### src/rtl/mux8_rr_arbiter.sv
// -----------------------------------------------------------------------------
// mux8_rr_arbiter
//
// Round-robin arbiter that shares one 8:1 bit mux between eight requesters.
// One requester owns the mux at a time. The owner's index drives the mux
// select. The grant is held until the owner pulses done, drops its request,
// or has held the mux for HOLD_MAX cycles. After every release there is
// exactly one idle cycle before the next owner is chosen.
//
// Parameters
//   HOLD_MAX  maximum number of cycles a grant is held (1..255)
//   CNT_W     width of the hold counter; HOLD_MAX must fit in it
//
// Ports
//   clk      in   1  rising-edge clock
//   rst      in   1  asynchronous, active-high reset
//   req      in   8  request vector; bit k = requester k wants the mux
//   done     in   1  1-cycle pulse from the current owner: transfer finished
//   sel      out  3  mux select (index of granted requester)
//   gnt      out  8  one-hot grant; all zero when there is no owner
//   busy     out  1  high while a grant is active
//   timeout  out  1  1-cycle pulse when a grant is forced off by HOLD_MAX
//
// All outputs are registered, so req and done have no combinational path
// to any output.
// -----------------------------------------------------------------------------
module mux8_rr_arbiter #(
    parameter int HOLD_MAX = 4,
    parameter int CNT_W    = 8
) (
    input  logic       clk,
    input  logic       rst,
    input  logic [7:0] req,
    input  logic       done,
    output logic [2:0] sel,
    output logic [7:0] gnt,
    output logic       busy,
    output logic       timeout
);

    typedef enum logic {
        IDLE  = 1'b0,
        GRANT = 1'b1
    } state_t;

    state_t           state, state_nxt;
    logic [2:0]       ptr, ptr_nxt;
    logic [CNT_W-1:0] cnt, cnt_nxt;
    logic [2:0]       sel_nxt;
    logic [7:0]       gnt_nxt;
    logic             busy_nxt;
    logic             timeout_nxt;

    // Winner of the round-robin search: first set request at or after ptr.
    logic [2:0]       win;
    logic             win_vld;

    // Scanning offsets from the far end down to zero leaves the smallest
    // offset, i.e. the nearest requester after ptr, as the final assignment.
    // The 3-bit sum wraps 7 -> 0 naturally.
    always_comb begin
        win     = 3'd0;
        win_vld = 1'b0;
        for (int k = 7; k >= 0; k--) begin
            if (req[ptr + 3'(k)]) begin
                win     = ptr + 3'(k);
                win_vld = 1'b1;
            end
        end
    end

    // Next-state and next-output logic.
    // NOTE: every signal written here gets a default first, so no path can
    // leave one unassigned and infer a latch.
    always_comb begin
        state_nxt   = state;
        ptr_nxt     = ptr;
        cnt_nxt     = cnt;
        sel_nxt     = sel;
        gnt_nxt     = gnt;
        busy_nxt    = busy;
        timeout_nxt = 1'b0;

        unique case (state)
            IDLE: begin
                // done is ignored here; sel keeps the last owner's index.
                if (win_vld) begin
                    state_nxt = GRANT;
                    sel_nxt   = win;
                    gnt_nxt   = 8'b1 << win;
                    busy_nxt  = 1'b1;
                    cnt_nxt   = CNT_W'(1);
                end
            end

            GRANT: begin
                // Only the owner's request and done matter while granted;
                // other requesters wait for the release.
                if (done || !req[sel] || (cnt == CNT_W'(HOLD_MAX))) begin
                    state_nxt   = IDLE;
                    gnt_nxt     = 8'd0;
                    busy_nxt    = 1'b0;
                    cnt_nxt     = '0;
                    ptr_nxt     = sel + 3'd1;
                    // A normal finish takes precedence over the hold limit,
                    // so timeout only fires when the owner is still active.
                    timeout_nxt = !(done || !req[sel]);
                end else begin
                    cnt_nxt = cnt + CNT_W'(1);
                end
            end

            default: begin
                state_nxt = IDLE;
                gnt_nxt   = 8'd0;
                busy_nxt  = 1'b0;
                cnt_nxt   = '0;
            end
        endcase
    end

    // State and output registers.
    // NOTE: sequential state uses non-blocking assignments so every register
    // samples the values from before the edge, independent of statement order.
    always_ff @(posedge clk or posedge rst) begin
        if (rst) begin
            state   <= IDLE;
            ptr     <= 3'd0;
            cnt     <= '0;
            sel     <= 3'd0;
            gnt     <= 8'd0;
            busy    <= 1'b0;
            timeout <= 1'b0;
        end else begin
            state   <= state_nxt;
            ptr     <= ptr_nxt;
            cnt     <= cnt_nxt;
            sel     <= sel_nxt;
            gnt     <= gnt_nxt;
            busy    <= busy_nxt;
            timeout <= timeout_nxt;
        end
    end

endmodule

### config.mk
export PLATFORM = sky130hd
export DESIGN_NAME = mux8_rr_arbiter
export DESIGN_NICKNAME = d
export VERILOG_FILES = /design/src/rtl/mux8_rr_arbiter.sv
export SDC_FILE = /design/constraint.sdc
export NUM_CORES = 1
export LEC_CHECK = 0
export CAP_MARGIN = 5
export CORE_MARGIN = 1
export CORE_UTILIZATION = 61
export DETAILED_ROUTE_END_ITERATION = 12
export GPL_TIMING_DRIVEN = 0
export PLACE_DENSITY = 0.83
export SYNTH_ARGS = -nofsm -noshare
export SYNTH_HDL_FRONTEND = slang
export SYNTH_SLANG_ARGS = --single-unit
### constraint.sdc
create_clock -name clk -period 7.8 [get_ports clk]
set_input_delay 1.56 -clock clk [delete_from_list [all_inputs] [get_ports clk]]
set_output_delay 1.56 -clock clk [all_outputs]
set_load 0.03 [all_outputs]
==> out/results.txt <==
Total of hold buffers inserted after clock tree synthesis = 0
Worst-skew pair later-pin latency = 0.33 ns
Total area of sequential cells = 626 µm²
Worst min-delay path startpoint = gnt[6]
Worst reg-to-reg setup slack = 4.46 ns
Unrepaired setup endpoints after global routing = no
Number of I/O pins = 24
Port buffer count = 22
Minimum clock period after layout = 3.90 ns
Final core area utilization = 0.730
Core box area = 3360 µm²
Clk pin slew, worst setup/hold paths = 0.13 ns
Hold crit path type = reg2reg
Combined area of all synthesized cells = 2150 µm²
Total GRT Usage = 0.311
Critical path startpoint category = input pin
Post-Route Hold Slack = 0.521 ns
Syn. warnings = 0
Portion of total power attributed to the clock network = 0.049
Sequential power share = 0.164
Area growth, synth to finish = 14.2%
Library cell contributing the largest single delay on the critical path = sky130_fd_sc_hd__mux4_2
Power density normalized to cell area = 501 nW/µm²
Share of post-route cells with drive strength above 1 = 0.158
Most used DFF post-synth = sky130_fd_sc_hd__dfrtp_1
Number of antenna-violating nets in the routed design = 0
Root cell of the clock tree = sky130_fd_sc_hd__clkbuf_4
Final setup fails = 0
Die footprint = 3760 µm²
Remaining routing DRC violations = 0
Leading cell types in the layout, fill and taps excluded = sky130_fd_sc_hd__dfrtp_1, sky130_fd_sc_hd__clkdlybuf4s50_1, sky130_fd_sc_hd__mux2i_1
R2r endpoint = gnt[5]
Share of the clock period used by the worst path = 0.499
Combinational group share of total power = 0.788
Req. time, crit path = 8.04 ns
Pin count of the biggest net entering global routing = 26
Synthesized flop and latch total = 25
Number of distinct standard cells referenced by the synthesized netlist = 51
Number of nets at the end of the flow = 251
Max-Slew Margin vs Limit = 0.364
Sequential-to-total area share from yosys stat = 0.291
Via-to-Cell Ratio = 6.82
1st-pass router iterations = 5
Crit path DAT = 4.14 ns
Ordered cell list for the critical path = clkdlybuf4s50_1, mux4_2, a221oi_1, o22ai_1, a222oi_1, o21ai_1, o31ai_1
Max Cap Viol = 0
H-tree levels = 1
Ys async rst share = 1.00
Buffer depth of the longest clock path = 2
Antenna violations before repair = 0
Fill cell instance count of the final layout = 267
Vias in the first global route = 1,803
Capturing element type of the critical path = flip-flop
Leakage power = 1.03 nW
Most common cell after layout, fill and taps aside = sky130_fd_sc_hd__dfrtp_1
Number of hold-slack violations in the final timing report = 0
1st-iter DRT viols = 136
Destination of the critical timing path = gnt[5]
Total routed wirelength = 5.34 mm
Number of buffers created by CTS = 3
Clock Skew = 0.00734 ns
Worst-margin pin slew = 0.952 ns
Maximum net fanout on the critical path = 9
Maximum achievable frequency = 257 MHz
Outcome = complete, no violations
Horizontal extent of the die = 61.3 µm
Power dissipated by switching net loads = 0.000632 W
Placement Rows = 21
Largest stage delay on the critical path = 0.60 ns
Gate Count Post-Synth = 208
Initial Utilization = 0.639
Worst IR drop on VDD = 0.313 mV
Final TNS setup = 0 ns
Number of enable-type register cells in the synthesized netlist = 0
Cell depth of the worst flop-to-flop path = 13
Wire length per cell = 19.1 µm
Y dimension of the die = 61.3 µm
Switching part of the total = 0.513
Count of instances resized after the clock tree is built = 0
CTS tree = done
Mean cell area of the mapped netlist = 10.3 µm²
Count of antenna diodes in the layout = 0
Half-perimeter wire length after placement = 3.99 mm
Worst setup path startpoint = req[3]
RD Place Congestion = 0.895
Non-Filler Instances = 280
Number of max-slew violations in the final report = 0
Launch instance of the worst register-to-register path = ptr[1]
Kind of critical path = in2reg
Number of vias in the routed layout = 1,909
Number of clock sinks = 25
Wire length of the first global-routing pass = 8.48 mm
Count of buffers added by post-CTS timing repair for setup = 0
Number of placed cells counting well taps = 276
Area of the multi-input gates = 1420 µm²
Internal Power = 0.000599 W
Synth Net Count = 224
GR Overflow Total = 0
==> per-layer routing <==
layer  GRT usage  vias to the layer above  routed length, µm
li1            -                      862                  -
met1       0.406                      941               2280
met2       0.519                       91               2590
met3      0.0693                       15                378
met4      0.0984                        0                 90
met5           0                        -                  0
==> critical path: cells and delay by family <==
family / cells / cell delay [ns]
AO/OA/AOI/OAI: 5 / 1.42
multiplexers: 1 / 0.60
buffers and inverters: 1 / 0.56
==> synth_stat cells, types with 3 or more instances <==
| master | n | area (µm²) |
|---|---|---|
| sky130_fd_sc_hd__a21oi_1 | 10 | 50.1 |
| sky130_fd_sc_hd__a31oi_1 | 4 | 25.0 |
| sky130_fd_sc_hd__a32o_1 | 4 | 40.0 |
| sky130_fd_sc_hd__buf_4 | 4 | 30.0 |
| sky130_fd_sc_hd__dfrtp_1 | 25 | 626 |
| sky130_fd_sc_hd__ha_1 | 5 | 62.6 |
| sky130_fd_sc_hd__inv_1 | 7 | 26.3 |
| sky130_fd_sc_hd__mux2_2 | 4 | 45.0 |
| sky130_fd_sc_hd__mux2i_1 | 21 | 210 |
| sky130_fd_sc_hd__mux4_1 | 3 | 78.8 |
| sky130_fd_sc_hd__mux4_2 | 11 | 248 |
| sky130_fd_sc_hd__nand2_1 | 12 | 45.0 |
| sky130_fd_sc_hd__nand2b_1 | 3 | 18.8 |
| sky130_fd_sc_hd__nand3_1 | 5 | 25.0 |
| sky130_fd_sc_hd__nor2_1 | 14 | 52.6 |
| sky130_fd_sc_hd__nor2b_1 | 4 | 25.0 |
| sky130_fd_sc_hd__nor4_1 | 3 | 18.8 |
| sky130_fd_sc_hd__o21ai_0 | 18 | 90.1 |
| sky130_fd_sc_hd__o22ai_1 | 3 | 18.8 |
| sky130_fd_sc_hd__o31ai_1 | 6 | 45.0 |
| sky130_fd_sc_hd__xor2_1 | 4 | 35.0 |
==> worst min path at each step <==
stage / cells past startpoint / to / slack, ns
5_1_grt: 1 / cnt[7] / 0.54
6_report: 1 / gnt[6] / 0.52
2_1_floorplan: 1 / cnt[7] / 0.45
3_3_place_gp: 1 / cnt[7] / 0.48
4_1_cts: 1 / cnt[7] / 0.50
3_5_place_dp: 1 / cnt[7] / 0.48
==> power groups by stage <==
stage	Combinational, W	Sequential (W)	Clock [W]
after global routing	0.00104	0.000208	0.0000674
after floorplan	0.000701	0.000231	0
after detailed placement	0.000946	0.000205	0
after global placement	0.000905	0.000201	0
after CTS	0.000951	0.000202	0.0000614
final	0.000969	0.000201	0.0000599
==> final cells by class <==
class                      instances  share of cell area
buffer                             9              0.0270
clock buffer                       3             0.00918
clock inverter                     1             0.00204
inverter                           9              0.0138
multi-input combinational        165               0.580
sequential                        25               0.255
tap                               46              0.0235
timing repair buffer              22              0.0898
==> state kept, by name (all words and copies together), names as in the netlist <==
| name | flops |
|---|---|
| state | 1 |
| busy | 1 |
| gnt | 8 |
| timeout | 1 |
| ptr | 3 |
| sel | 3 |
| cnt | 8 |
==> kinds of logic (layout without fill, tap and decap cells) <==
| group | after synthesis | in the layout | synth area share |
|---|---|---|---|
| fa+ha+maj | 5 | 5 | 0.0291 |
| compound gates | 60 | 60 | 0.187 |
| xor+xnor | 7 | 7 | 0.0320 |
| flops | 25 | 25 | 0.291 |
| simple gates | 52 | 52 | 0.129 |
| buf+inv | 18 | 44 | 0.0466 |
| mux | 41 | 41 | 0.285 |
==> metrics by stage <==
stage / cell area (µm²) / total power [W] / worst slack (ns)
final: 2450 / 0.00123 / 3.90
after global routing: 2450 / 0.00131 / 3.76
after CTS: 2450 / 0.00121 / 3.94
after detailed placement: 2430 / 0.00115 / 3.58
after global placement: 2430 / 0.00111 / 3.61
after floorplan: 2150 / 0.000932 / 4.29
Power figures use the tool's default switching activity.
